File: src/rtl/uart_pkg.sv
// Shared UART definitions.
// Holds the receiver state encoding, parity mode codes and default frame
// constants; the transmitter successor reuses the same package.
package uart_pkg;

    localparam int NB_STATE     = 3;
    localparam int DEF_SB_TICK  = 16;
    localparam int DEF_NB_DATA  = 8;
    localparam int DEF_DVSR_BIT = 8;

    typedef enum logic [NB_STATE-1:0] {
        ST_IDLE   = 3'd0,
        ST_START  = 3'd1,
        ST_DATA   = 3'd2,
        ST_PARITY = 3'd3,
        ST_STOP   = 3'd4
    } rx_state_t;

    localparam logic [1:0] PAR_NONE = 2'b00;
    localparam logic [1:0] PAR_EVEN = 2'b01;
    localparam logic [1:0] PAR_ODD  = 2'b10;

    // Mode 2'b11 is deliberately treated like PAR_NONE.
    function automatic logic par_enabled(input logic [1:0] mode);
        return (mode == PAR_EVEN) || (mode == PAR_ODD);
    endfunction

endpackage

File: src/rtl/uart_baud_gen.sv
// Baud tick generator shared by the UART receiver and transmitter.
// Ports:
//   clk, reset : system clock, synchronous active-high reset
//   i_dvsr     : runtime divisor, one tick every i_dvsr+1 clk cycles
//   tick       : single-cycle oversampling tick
module uart_baud_gen #(
    parameter int DVSR_BIT = 8
) (
    input  logic                clk,
    input  logic                reset,
    input  logic [DVSR_BIT-1:0] i_dvsr,
    output logic                tick
);

    logic [DVSR_BIT-1:0] cnt_reg;

    // ">=" rather than "==" so that lowering i_dvsr below the current count
    // wraps immediately instead of running the counter all the way round.
    assign tick = (cnt_reg >= i_dvsr);

    always_ff @(posedge clk) begin
        if (reset) begin
            cnt_reg <= '0;
        end else if (tick) begin
            cnt_reg <= '0;
        end else begin
            cnt_reg <= cnt_reg + 1'b1;
        end
    end

endmodule

File: src/rtl/uart_rx_gen.sv
// Parametrised, runtime-configurable UART receiver.
// Ports:
//   clk, reset    : system clock, synchronous active-high reset
//   i_dvsr        : baud divisor (tick every i_dvsr+1 clk)
//   i_parity_mode : 00 none, 01 even, 10 odd, 11 none
//   i_two_stop    : 0 one stop bit, 1 two stop bits
//   rx            : asynchronous serial input, idle high
//   rd_uart       : consumer acknowledge of rx_data
//   rx_data       : received word (LSB first on the line)
//   rx_valid      : rx_data holds an unread word
//   parity_err    : parity mismatch for the word in rx_data
//   frame_err     : a stop bit of that word was sampled low
//   overrun_err   : one-cycle pulse when a completed frame is dropped
module uart_rx_gen
    import uart_pkg::*;
#(
    parameter int NB_DATA  = DEF_NB_DATA,
    parameter int SB_TICK  = DEF_SB_TICK,
    parameter int DVSR_BIT = DEF_DVSR_BIT
) (
    input  logic                clk,
    input  logic                reset,
    input  logic [DVSR_BIT-1:0] i_dvsr,
    input  logic [1:0]          i_parity_mode,
    input  logic                i_two_stop,
    input  logic                rx,
    input  logic                rd_uart,
    output logic [NB_DATA-1:0]  rx_data,
    output logic                rx_valid,
    output logic                parity_err,
    output logic                frame_err,
    output logic                overrun_err
);

    localparam int S_W = $clog2(SB_TICK);
    localparam int N_W = $clog2(NB_DATA + 1);
    localparam logic [S_W-1:0] S_MID  = S_W'(SB_TICK / 2 - 1);
    localparam logic [S_W-1:0] S_LAST = S_W'(SB_TICK - 1);
    localparam logic [N_W-1:0] N_LAST = N_W'(NB_DATA - 1);

    // Odd mode expects an odd total count of ones over data + parity bit.
    function automatic logic parity_error(input logic [NB_DATA-1:0] d,
                                          input logic               pbit,
                                          input logic [1:0]         mode);
        return (^d ^ pbit) != (mode == PAR_ODD);
    endfunction

    logic tick;

    uart_baud_gen #(
        .DVSR_BIT(DVSR_BIT)
    ) u_baud (
        .clk   (clk),
        .reset (reset),
        .i_dvsr(i_dvsr),
        .tick  (tick)
    );

    // Two-flop synchroniser; flops reset to the idle line level.
    logic rx_p0;
    logic rx_s;

    always_ff @(posedge clk) begin
        if (reset) begin
            rx_p0 <= 1'b1;
            rx_s  <= 1'b1;
        end else begin
            rx_p0 <= rx;
            rx_s  <= rx_p0;
        end
    end

    rx_state_t          state_reg,    state_next;
    logic [S_W-1:0]     s_reg,        s_next;
    logic [N_W-1:0]     n_reg,        n_next;
    logic [NB_DATA-1:0] b_reg,        b_next;
    logic [1:0]         mode_reg,     mode_next;
    logic               two_stop_reg, two_stop_next;
    logic               perr_reg,     perr_next;
    logic               ferr_reg,     ferr_next;
    logic               frame_done;

    always_ff @(posedge clk) begin
        if (reset) begin
            state_reg    <= ST_IDLE;
            s_reg        <= '0;
            n_reg        <= '0;
            b_reg        <= '0;
            mode_reg     <= PAR_NONE;
            two_stop_reg <= 1'b0;
            perr_reg     <= 1'b0;
            ferr_reg     <= 1'b0;
        end else begin
            state_reg    <= state_next;
            s_reg        <= s_next;
            n_reg        <= n_next;
            b_reg        <= b_next;
            mode_reg     <= mode_next;
            two_stop_reg <= two_stop_next;
            perr_reg     <= perr_next;
            ferr_reg     <= ferr_next;
        end
    end

    always_comb begin
        state_next    = state_reg;
        s_next        = s_reg;
        n_next        = n_reg;
        b_next        = b_reg;
        mode_next     = mode_reg;
        two_stop_next = two_stop_reg;
        perr_next     = perr_reg;
        ferr_next     = ferr_reg;
        frame_done    = 1'b0;

        unique case (state_reg)
            ST_IDLE: begin
                // Start edge is taken without waiting for a tick; the frame
                // configuration is frozen here for the whole frame.
                if (!rx_s) begin
                    state_next    = ST_START;
                    s_next        = '0;
                    mode_next     = i_parity_mode;
                    two_stop_next = i_two_stop;
                    perr_next     = 1'b0;
                    ferr_next     = 1'b0;
                end
            end

            ST_START: begin
                if (tick) begin
                    if (s_reg == S_MID) begin
                        // Line back high at mid start bit: treat as a glitch.
                        if (!rx_s) begin
                            state_next = ST_DATA;
                            s_next     = '0;
                            n_next     = '0;
                        end else begin
                            state_next = ST_IDLE;
                        end
                    end else begin
                        s_next = s_reg + 1'b1;
                    end
                end
            end

            ST_DATA: begin
                if (tick) begin
                    if (s_reg == S_LAST) begin
                        s_next = '0;
                        b_next = {rx_s, b_reg[NB_DATA-1:1]};
                        if (n_reg == N_LAST) begin
                            n_next     = '0;
                            state_next = par_enabled(mode_reg) ? ST_PARITY : ST_STOP;
                        end else begin
                            n_next = n_reg + 1'b1;
                        end
                    end else begin
                        s_next = s_reg + 1'b1;
                    end
                end
            end

            ST_PARITY: begin
                if (tick) begin
                    if (s_reg == S_LAST) begin
                        perr_next  = parity_error(b_reg, rx_s, mode_reg);
                        state_next = ST_STOP;
                        s_next     = '0;
                        n_next     = '0;
                    end else begin
                        s_next = s_reg + 1'b1;
                    end
                end
            end

            ST_STOP: begin
                // n counts stop bits already sampled.
                if (tick) begin
                    if (s_reg == S_LAST) begin
                        s_next = '0;
                        if (!rx_s) begin
                            ferr_next = 1'b1;
                        end
                        if (n_reg == N_W'(two_stop_reg)) begin
                            state_next = ST_IDLE;
                            frame_done = 1'b1;
                        end else begin
                            n_next = n_reg + 1'b1;
                        end
                    end else begin
                        s_next = s_reg + 1'b1;
                    end
                end
            end

            default: begin
                state_next = ST_IDLE;
            end
        endcase
    end

    // Delivery. ferr_next is used so the flag includes the final stop bit
    // sampled in the completion cycle itself.
    always_ff @(posedge clk) begin
        if (reset) begin
            rx_data     <= '0;
            rx_valid    <= 1'b0;
            parity_err  <= 1'b0;
            frame_err   <= 1'b0;
            overrun_err <= 1'b0;
        end else begin
            overrun_err <= 1'b0;
            if (frame_done) begin
                if (!rx_valid || rd_uart) begin
                    rx_data    <= b_reg;
                    parity_err <= perr_reg;
                    frame_err  <= ferr_next;
                    rx_valid   <= 1'b1;
                end else begin
                    overrun_err <= 1'b1;
                end
            end else if (rd_uart && rx_valid) begin
                rx_valid <= 1'b0;
            end
        end
    end

endmodule

File: config.mk
export PLATFORM = sky130hd
export DESIGN_NAME = uart_rx_gen
export DESIGN_NICKNAME = d
export VERILOG_FILES = /design/src/rtl/uart_pkg.sv /design/src/rtl/uart_baud_gen.sv /design/src/rtl/uart_rx_gen.sv
export SDC_FILE = /design/constraint.sdc
export NUM_CORES = 1
export LEC_CHECK = 0
export CORE_MARGIN = 2
export CORE_UTILIZATION = 50
export CTS_BUF_LIST = sky130_fd_sc_hd__clkbuf_4 sky130_fd_sc_hd__clkbuf_8
export CTS_CLUSTER_SIZE = 10
export DETAILED_ROUTE_END_ITERATION = 8
export GPL_TIMING_DRIVEN = 0
export PLACE_DENSITY_LB_ADDON = 0.05
export SETUP_SLACK_MARGIN = 0.2
export SLEW_MARGIN = 20
export SYNTH_ARGS = -nofsm -noshare
export SYNTH_HDL_FRONTEND = slang
export SYNTH_SLANG_ARGS = --single-unit
File: constraint.sdc
create_clock -name clk -period 4.6 [get_ports clk]
set_input_delay 0.92 -clock clk [delete_from_list [all_inputs] [get_ports clk]]
set_output_delay 0.92 -clock clk [all_outputs]
set_load 0.05 [all_outputs]
==> results of run 1 <==
[placed cells by master, fill, tap and decap left out, drive strengths merged, types with 3 or more instances in the layout]
master,count
a21oi,22
a31oi,5
and3,5
buf,6
clkbuf,11
clkdlybuf4s50,25
dfxtp,46
ha,12
inv,17
mux2i,17
nand2,23
nand2b,4
nand3,11
nor2,37
nor2b,3
nor3,5
o21ai,9
or2,4
xnor2,13
xor2,4
[through the flow]
step	instance area, um^2	power [mW]	setup slack (ns)	hold WS [ns]
2_1_floorplan	2430	0.667	1.89	0.389
3_3_place_gp	2750	0.739	1.22	0.403
3_5_place_dp	2750	0.735	1.21	0.401
4_1_cts	2840	0.992	1.52	0.422
5_1_grt	2840	1.04	1.42	0.439
6_report	2840	0.993	1.53	0.417
[layer usage]
metal | GRT usage | vias up | part of all wire
met5 | 0 | - | 0
met4 | 0.0424 | 0 | 0.0092
met3 | 0.0453 | 7 | 0.055
met2 | 0.287 | 53 | 0.44
met1 | 0.282 | 936 | 0.50
li1 | - | 1043 | -
[worst max path at each step]
stage | to | slack [ns] | start | cells after the start
6_report | n_reg[3] | 1.53 | i_dvsr[2] | 9
5_1_grt | n_reg[3] | 1.42 | i_dvsr[2] | 9
4_1_cts | s_reg[2] | 1.52 | i_dvsr[2] | 10
3_5_place_dp | s_reg[2] | 1.21 | i_dvsr[2] | 10
3_3_place_gp | s_reg[2] | 1.22 | i_dvsr[3] | 10
2_1_floorplan | s_reg[2] | 1.89 | i_dvsr[3] | 9
[power by group]
part	switching (mW)	total, mW	leakage [nW]	internal (mW)
sequential	0.0140	0.430	0.372	0.416
clock	0.148	0.258	0.0447	0.110
combinational	0.182	0.305	0.780	0.123
total	0.343	0.993	1.20	0.649
[final cells by class]
type                       instances  area [um^2]  share of cell area
sequential                        46          921               0.324
inverter                          16         62.6              0.0220
timing repair buffer              25          250              0.0880
buffer                            12         70.1              0.0246
clock buffer                       5         68.8              0.0242
multi-input combinational        206         1380               0.485
clock inverter                     3         25.0             0.00880
tap                               54         67.6              0.0238
[cells by family (layout without fill, tap and decap cells)]
kind of cell               after synthesis  count (layout)  synth area share
DFF                                     46              46             0.379
muxes                                   17              17            0.0700
buffers and inverters                   28              61            0.0545
adders and majority gates               12              12            0.0617
xor gates and xnor gates                17              17            0.0612
and+or+nand+nor                        107             107             0.224
AOI/OAI and AO/OA                       53              53             0.150
==> impl_metrics.tcl, run 1 <==
set metrics [dict create \
    synth_seq_area_share 0.379 \
    cp_slowest_cell "or4_1" \
    dieArea_mm2 0.00544 \
    antenna_found_initial 0 \
    cts_inserted_buffers 5 \
    drc_errors 0 \
    holdPathEnd "rx_s" \
    syn_inst 280 \
    ys_ff_latch 46 \
    fp.dieW_um 73.7 \
    total_leakage_power_nw 1.20 \
    cp_max_fo 8 \
    crit_path_end_kind "register" \
    synth_cell_type_count 54 \
    dp.cells 359 \
    hold_depth 1 \
    pin_count 27 \
    fin_cells 367 \
    finalSetupViolCount 0 \
    synth_warnings 0 \
    period_share 0.668 \
    critPathArrivalTime_ns 3.31 \
    cts_hold_buf 0 \
    antennaDiodeCount 0 \
    finalCriticalPeriod_ns 3.07 \
    routabilityCongestion 0.957 \
    syn2layout_area_growth_pct 16.9 \
    clk_pin_slew_worst_paths_ns 0.09 \
    clockBufferDepth 2 \
    required_ns 4.83 \
    crit_family "simple AND/OR/NAND/NOR gates" \
    maxSlewHeadroom 0.662 \
    slowest_delay_ns 0.55 \
    tightest_slew_ns 0.505 \
    ys_async_sr_fraction 0 \
    syn_area_per_cell_um2 8.69 \
    grt_max_degree 17 \
    synth_edf_count 0 \
    synth_area_leader_cell "dfxtp_1" \
    rr_endpoint "parity_err" \
    dpl.hpwl_mm 3.65 \
    routedWlPerCell_um 13.6 \
    viasPerCell 5.56 \
    synth_top_area_share 0.379 \
    grt_pass1_wl_mm 8.28 \
    rrSetupSlack_ns 2.23 \
    clkSinkCount 46 \
    grt_overflow_total 0 \
    ys_top_cells_by_area "dfxtp_1 38%, mux2i_1 7.0%, ha_1 6.2%" \
    first_global_vias 1773 \
    htree_levels 2 \
    rr_startpoint "u_baud.cnt_reg[0]" \
    ys.flop_type "dfxtp_1" \
    ctsResizeCount 0 \
    hold_viol 0 \
    drtIter0Drc 130 \
    final_nets 339 \
    holdCritStartpoint "rx_p0" \
    powerDensity_mw_per_mm2 349 \
    rr_worst_depth 10 \
    finalSetupTns_ns 0 \
    fillers 440 \
    grtUsageTotal 0.192 \
    ant_nets 0 \
    firstDrtPassIters 4 \
    drt_wl_total_mm 4.98 \
    port_buffers 25 \
    drv_cap 0 \
    finClkSkew_ns 0.00749 \
    vdd_ir_drop_max_mv 0.238 \
    core-area_mm2 0.00469 \
    root_buffer "clkbuf_8" \
    num_vias 2039 \
    clk_latency_ns 0.30 \
    cts_tree "yes" \
    path_class "primary input to register" \
    rsz0062_at_grt "no" \
    core.rowCount 25 \
    netlist_top_cells_count "46 x dfxtp_1, 37 x nor2_1, 23 x nand2_1" \
    crit_buf_inv 2 \
    yosysMostFrequentCell "dfxtp_1" \
    hold_path_class "register to register" \
    drive_gt1_frac 0.0863 \
    fmax_mhz 325 \
    path_cells "clkdlybuf4s50_1 -> inv_1 -> ha_1 -> o21a_1 -> nor2_1 -> o41ai_4 -> nand3_2 -> or4_1 -> a21oi_1" \
    post-cts-setup-buffer-count 0 \
    initial_utilization 0.518 \
    critical_path.startpoint_type "primary input" \
    syn-num-nets 307 \
    netlist_area_mm2 0.00243 \
    utilization 0.606 \
    die_h_um 73.7 \
    outcome "completed" \
    finalMaxSlewViolations 0 \
]
Power figures use the tool's default switching activity.
==> inputs of run 2 (changes only) <==
clock period = 3 ns   (was 4.6 ns; I/O delays follow)
==> impl_metrics.tcl, run 2 (same netlist as run 1, synthesis figures left out) <==
set metrics [dict create \
    drtIter0Drc 151 \
    initial_utilization 0.518 \
    rsz0062_at_grt "yes" \
    final_nets 340 \
    finalCriticalPeriod_ns 2.70 \
    cp_slowest_cell "a2111oi_2" \
    num_vias 2014 \
    busiest_layer "met2" \
    required_ns 3.18 \
    finalMaxSlewViolations 0 \
    viasPerCell 5.47 \
    clkSinkCount 46 \
    dieArea_mm2 0.00544 \
    clk_latency_ns 0.30 \
    use_met3 0.0453 \
    critPathArrivalTime_ns 2.88 \
    final_common_cell "dfxtp_1" \
    firstDrtPassIters 4 \
    routedWlPerCell_um 13.5 \
    antenna_found_initial 0 \
    hold_viol 0 \
    routabilityCongestion 0.957 \
    met1_usage 0.282 \
    die_h_um 73.7 \
    cts_inserted_buffers 5 \
    dpl.hpwl_mm 3.65 \
    cpMostUsedCell "buf_4" \
    rrSetupSlack_ns 0.55 \
    grt_pass1_wl_mm 8.28 \
    grt_max_degree 17 \
    drc_errors 0 \
    fp.dieW_um 73.7 \
    finClkSkew_ns 0.00721 \
    path_class "primary input to register" \
    finalSetupViolCount 0 \
    clk_pin_slew_worst_paths_ns 0.09 \
    final_cell_mix "46 x dfxtp_1, 37 x nor2_1, 25 x clkdlybuf4s50_1, 23 x nand2_1, 22 x a21oi_1" \
    cts_hold_buf 0 \
    holdWs_ns 0.417 \
    tightest_slew_ns 0.505 \
    setup_ws_ns 0.299 \
    root_buffer "clkbuf_8" \
    hold_path_class "register to register" \
    maxSlewHeadroom 0.662 \
    ant_nets 0 \
    critical_path.startpoint_type "primary input" \
    powerDensity_mw_per_mm2 532 \
    core-area_mm2 0.00469 \
    cp_max_fo 10 \
    post-place-ws_ns -0.0741 \
    total_leakage_power_nw 1.20 \
    fillers 440 \
    first_global_vias 1773 \
    grt_overflow_total 0 \
    use_met2 0.287 \
    grtUsageTotal 0.192 \
    pin_count 27 \
    drv_cap 0 \
    layout.cell_area.non_filler_mm2 0.00285 \
    drive_gt1_frac 0.0892 \
    cts_tree "yes" \
    antennaDiodeCount 0 \
    port_buffers 25 \
    place_area_mm2 0.00275 \
    clockBufferDepth 2 \
    slowest_delay_ns 0.47 \
    htree_levels 2 \
    outcome "completed" \
    core.rowCount 25 \
    path_cells "clkdlybuf4s50_1 -> ha_1 -> nand2b_1 -> a2111oi_2 -> o41ai_4 -> buf_4 -> buf_6 -> nand4_1 -> buf_4 -> mux2i_1 -> nor2_1" \
    period_share 0.900 \
    drt_wl_total_mm 4.98 \
    vdd_ir_drop_max_mv 0.365 \
    syn2layout_area_growth_pct 17.2 \
    fmax_mhz 370 \
    crit_path_end_kind "register" \
]
## run 2: cell types whose count changed in the layout (fill, tap and decap cells not counted), sizes merged
cell  before  now
buf        6    7
## run 2: worst paths after layout
check / from / cells past startpoint / end
worst min register to register: rx_p0 / 1 / rx_s
worst max-delay path: i_dvsr[0] / 11 / parity_err
worst max register to register: u_baud.cnt_reg[0] / 11 / parity_err
worst min-delay path: rx_p0 / 1 / rx_s
## run 2: worst max-delay path: cells and delay by family
kind            cells  cell delay [ns]
compound gates      2             0.56
fa+ha+maj           1             0.28
buf+inv             4             0.93
mux                 1             0.20
simple gates        3             0.29
## run 2: report_power, final
| group | internal (mW) | leakage, nW | switching [mW] |
|---|---|---|---|
| registers | 0.639 | 0.372 | 0.0214 |
| clock network | 0.168 | 0.0447 | 0.227 |
| logic | 0.189 | 0.785 | 0.274 |
| total | 0.996 | 1.20 | 0.522 |
## run 2: layout make-up
class                   count  area [um^2]  share of cell area
clock inverters             3         25.0             0.00878
clock buffers               5         68.8              0.0241
inverters                  16         62.6              0.0219
multi-input cells         206         1380               0.484
flip-flops and latches     46          921               0.323
plain buffers              12         70.1              0.0246
well taps                  54         67.6              0.0237
repair buffers             26          258              0.0904
## run 2: metal layers
layer / up-vias / wire (um) / part of all wire
met5: - / 0 / 0
met4: 0 / 42 / 0.0084
met3: 5 / 278 / 0.056
met2: 52 / 2190 / 0.44
met1: 912 / 2470 / 0.50
li1: 1045 / - / -
## run 2: what timing repair did
action                                  in CTS  in global routing
gates resized for setup                      0                  0
endpoints found under the setup margin       0                  2
buffers inserted                             0                  1
## run 2: metrics by stage
step                      TNS (ns)  utilization  power, mW  cells
after floorplan                  0            -       1.02    280
after global placement      -0.129        0.586       1.13    359
after detailed placement    -0.194        0.586       1.13    359
after CTS                        0        0.606       1.52    367
after global routing             0        0.608       1.60    368
final                            0        0.608       1.52    368
==> inputs of run 3 (changes only) <==
ABC_AREA = 1   (was default)
CORE_MARGIN = default   (was 2)
SLEW_MARGIN = 10   (was 20)
==> impl_metrics.tcl, run 3 <==
set metrics [dict create \
    clkSinkCount 46 \
    final_nets 464 \
    crit_path_end_kind "register" \
    final_cell_mix "111 x nand2_1, 60 x nor2_1, 51 x inv_1, 46 x dfxtp_1, 25 x clkdlybuf4s50_1" \
    vdd_ir_drop_max_mv 0.364 \
    ant_nets 0 \
    synth_top_area_share 0.336 \
    path_class "primary input to register" \
    grt_overflow_total 0 \
    dieArea_mm2 0.00579 \
    cp_max_fo 10 \
    powerDensity_mw_per_mm2 509 \
    wl_met1_mm 2.72 \
    pin_count 27 \
    slowest_delay_ns 0.45 \
    dp.cells 500 \
    outcome "completed" \
    die_h_um 76.1 \
    utilization 0.609 \
    hold_path_class "register to register" \
    crit_buf_inv 3 \
    clk_pin_slew_worst_paths_ns 0.09 \
    finalSetupViolCount 0 \
    netlist_area_mm2 0.00274 \
    hold_depth 1 \
    drive_gt1_frac 0.119 \
    synth_seq_area_share 0.336 \
    synth_edf_count 0 \
    required_ns 3.17 \
    syn_inst 405 \
    setup_ws_ns 0.617 \
    ys_async_sr_fraction 0 \
    syn-num-nets 432 \
    cts_hold_buf 0 \
    critPathArrivalTime_ns 2.55 \
    rrSetupSlack_ns 1.08 \
    maxSlewHeadroom 0.641 \
    grtUsageTotal 0.207 \
    met3_length_um 199 \
    final_common_cell "nand2_1" \
    holdCritStartpoint "rx_p0" \
    ys_ff_latch 46 \
    antennaDiodeCount 0 \
    root_buffer "clkbuf_8" \
    synth_area_leader_cell "dfxtp_1" \
    port_buffers 25 \
    clk_latency_ns 0.30 \
    drt_wl_total_mm 5.48 \
    num_vias 2429 \
    holdPathEnd "rx_s" \
    drc_errors 0 \
    netlist_top_cells_count "111 x nand2_1, 60 x nor2_1, 51 x inv_1" \
    fin_cells 508 \
    grt_max_degree 15 \
    drtIter0Drc 112 \
    ys_top_cells_by_area "dfxtp_1 34%, nand2_1 15%, nor2_1 8.2%" \
    first_global_vias 2197 \
    dpl.hpwl_mm 4.17 \
    core-area_mm2 0.00520 \
    cts_inserted_buffers 5 \
    rr_endpoint "rx_valid" \
    drv_cap 0 \
    antenna_found_initial 0 \
    finClkSkew_ns 0.00458 \
    post-place-ws_ns 0.284 \
    synth_warnings 0 \
    cp_slowest_cell "clkdlybuf4s50_1" \
    clockBufferDepth 2 \
    syn_area_per_cell_um2 6.78 \
    synth_cell_type_count 33 \
    grt_pass1_wl_mm 9.65 \
    tightest_slew_ns 0.538 \
    wl_met2_mm 2.48 \
    topRoutingLayerUsed "met4" \
    fp.dieW_um 76.1 \
    core.rowCount 26 \
    crit_family "buffers and inverters" \
    rr_startpoint "u_baud.cnt_reg[5]" \
    fmax_mhz 420 \
    ctsResizeCount 0 \
    routedWlPerCell_um 10.8 \
    finalCriticalPeriod_ns 2.38 \
    post-cts-setup-buffer-count 0 \
    routabilityCongestion 0.864 \
    viasPerCell 4.78 \
    firstDrtPassIters 4 \
    initial_utilization 0.527 \
    finalMaxSlewViolations 0 \
    cts_tree "yes" \
    syn2layout_area_growth_pct 15.6 \
    ys.flop_type "dfxtp_1" \
    rr_worst_depth 8 \
    rsz0062_at_grt "no" \
    htree_levels 2 \
    path_cells "clkdlybuf4s50_1 -> inv_1 -> ha_1 -> a21o_1 -> nor2_2 -> nand3_4 -> nand4_2 -> buf_2 -> a21oi_1" \
    period_share 0.794 \
    total_leakage_power_nw 1.55 \
    critical_path.startpoint_type "primary input" \
    yosysMostFrequentCell "nand2_1" \
    finalSetupTns_ns 0 \
    hold_viol 0 \
]
[run 3: cell count changes after synthesis, moves of 11 or more]
cell,delta
nand3_1,+11
nor2_1,+23
nand2_1,+88
mux2i_1,-17
inv_1,+36
[run 3: routing by layer]
layer,global-route usage,up-vias
met3,0.0371,6
met2,0.346,46
li1,-,1327
met1,0.263,1050
met5,0,-
met4,0.0827,0
[run 3: cell families (layout without fill, tap and decap cells)]
group,after synthesis,after routing,synth area share
fa+ha+maj,12,12,0.0547
simple gates,236,236,0.418
flops,46,46,0.336
compound gates,35,35,0.0702
buf+inv,69,102,0.0990
xor+xnor,7,7,0.0223
[run 3: stage by stage]
stage               hold slack [ns]  power (mW)  cell area [um^2]
global route                  0.433        1.73              3170
floorplan                     0.389        1.13              2740
global placement              0.394        1.23              3080
CTS                           0.423        1.63              3170
finish                        0.420        1.61              3170
detailed placement            0.400        1.24              3080
[run 3: power by group]
group | switching, mW | leakage, nW | total, mW | internal [mW]
Combinational | 0.347 | 1.13 | 0.542 | 0.195
Sequential | 0.0409 | 0.373 | 0.688 | 0.647
Clock | 0.210 | 0.0486 | 0.384 | 0.174
Total | 0.599 | 1.55 | 1.61 | 1.02
[run 3: cell type report]
class / instances / area, um^2
Sequential cell: 46 / 921
Clock buffer: 6 / 76.3
Clock inverter: 2 / 13.8
Buffer: 7 / 36.3
Timing Repair Buffer: 25 / 250
Inverter: 62 / 235
Multi-Input combinational cell: 290 / 1550
Tap cell: 70 / 87.6
Fill cell: 502 / 2030
[run 3: worst max path at each step]
stage                          from    endpoint  slack (ns)  depth (start not counted)
after floorplan           i_dvsr[7]  parity_err        1.02                         10
after global placement    i_dvsr[3]    rx_valid        0.28                         10
after detailed placement  i_dvsr[7]    rx_valid        0.28                          9
after CTS                 i_dvsr[7]    rx_valid        0.59                          9
after global routing      i_dvsr[7]  rx_data[5]        0.45                         11
final                     i_dvsr[7]    rx_valid        0.62                          9
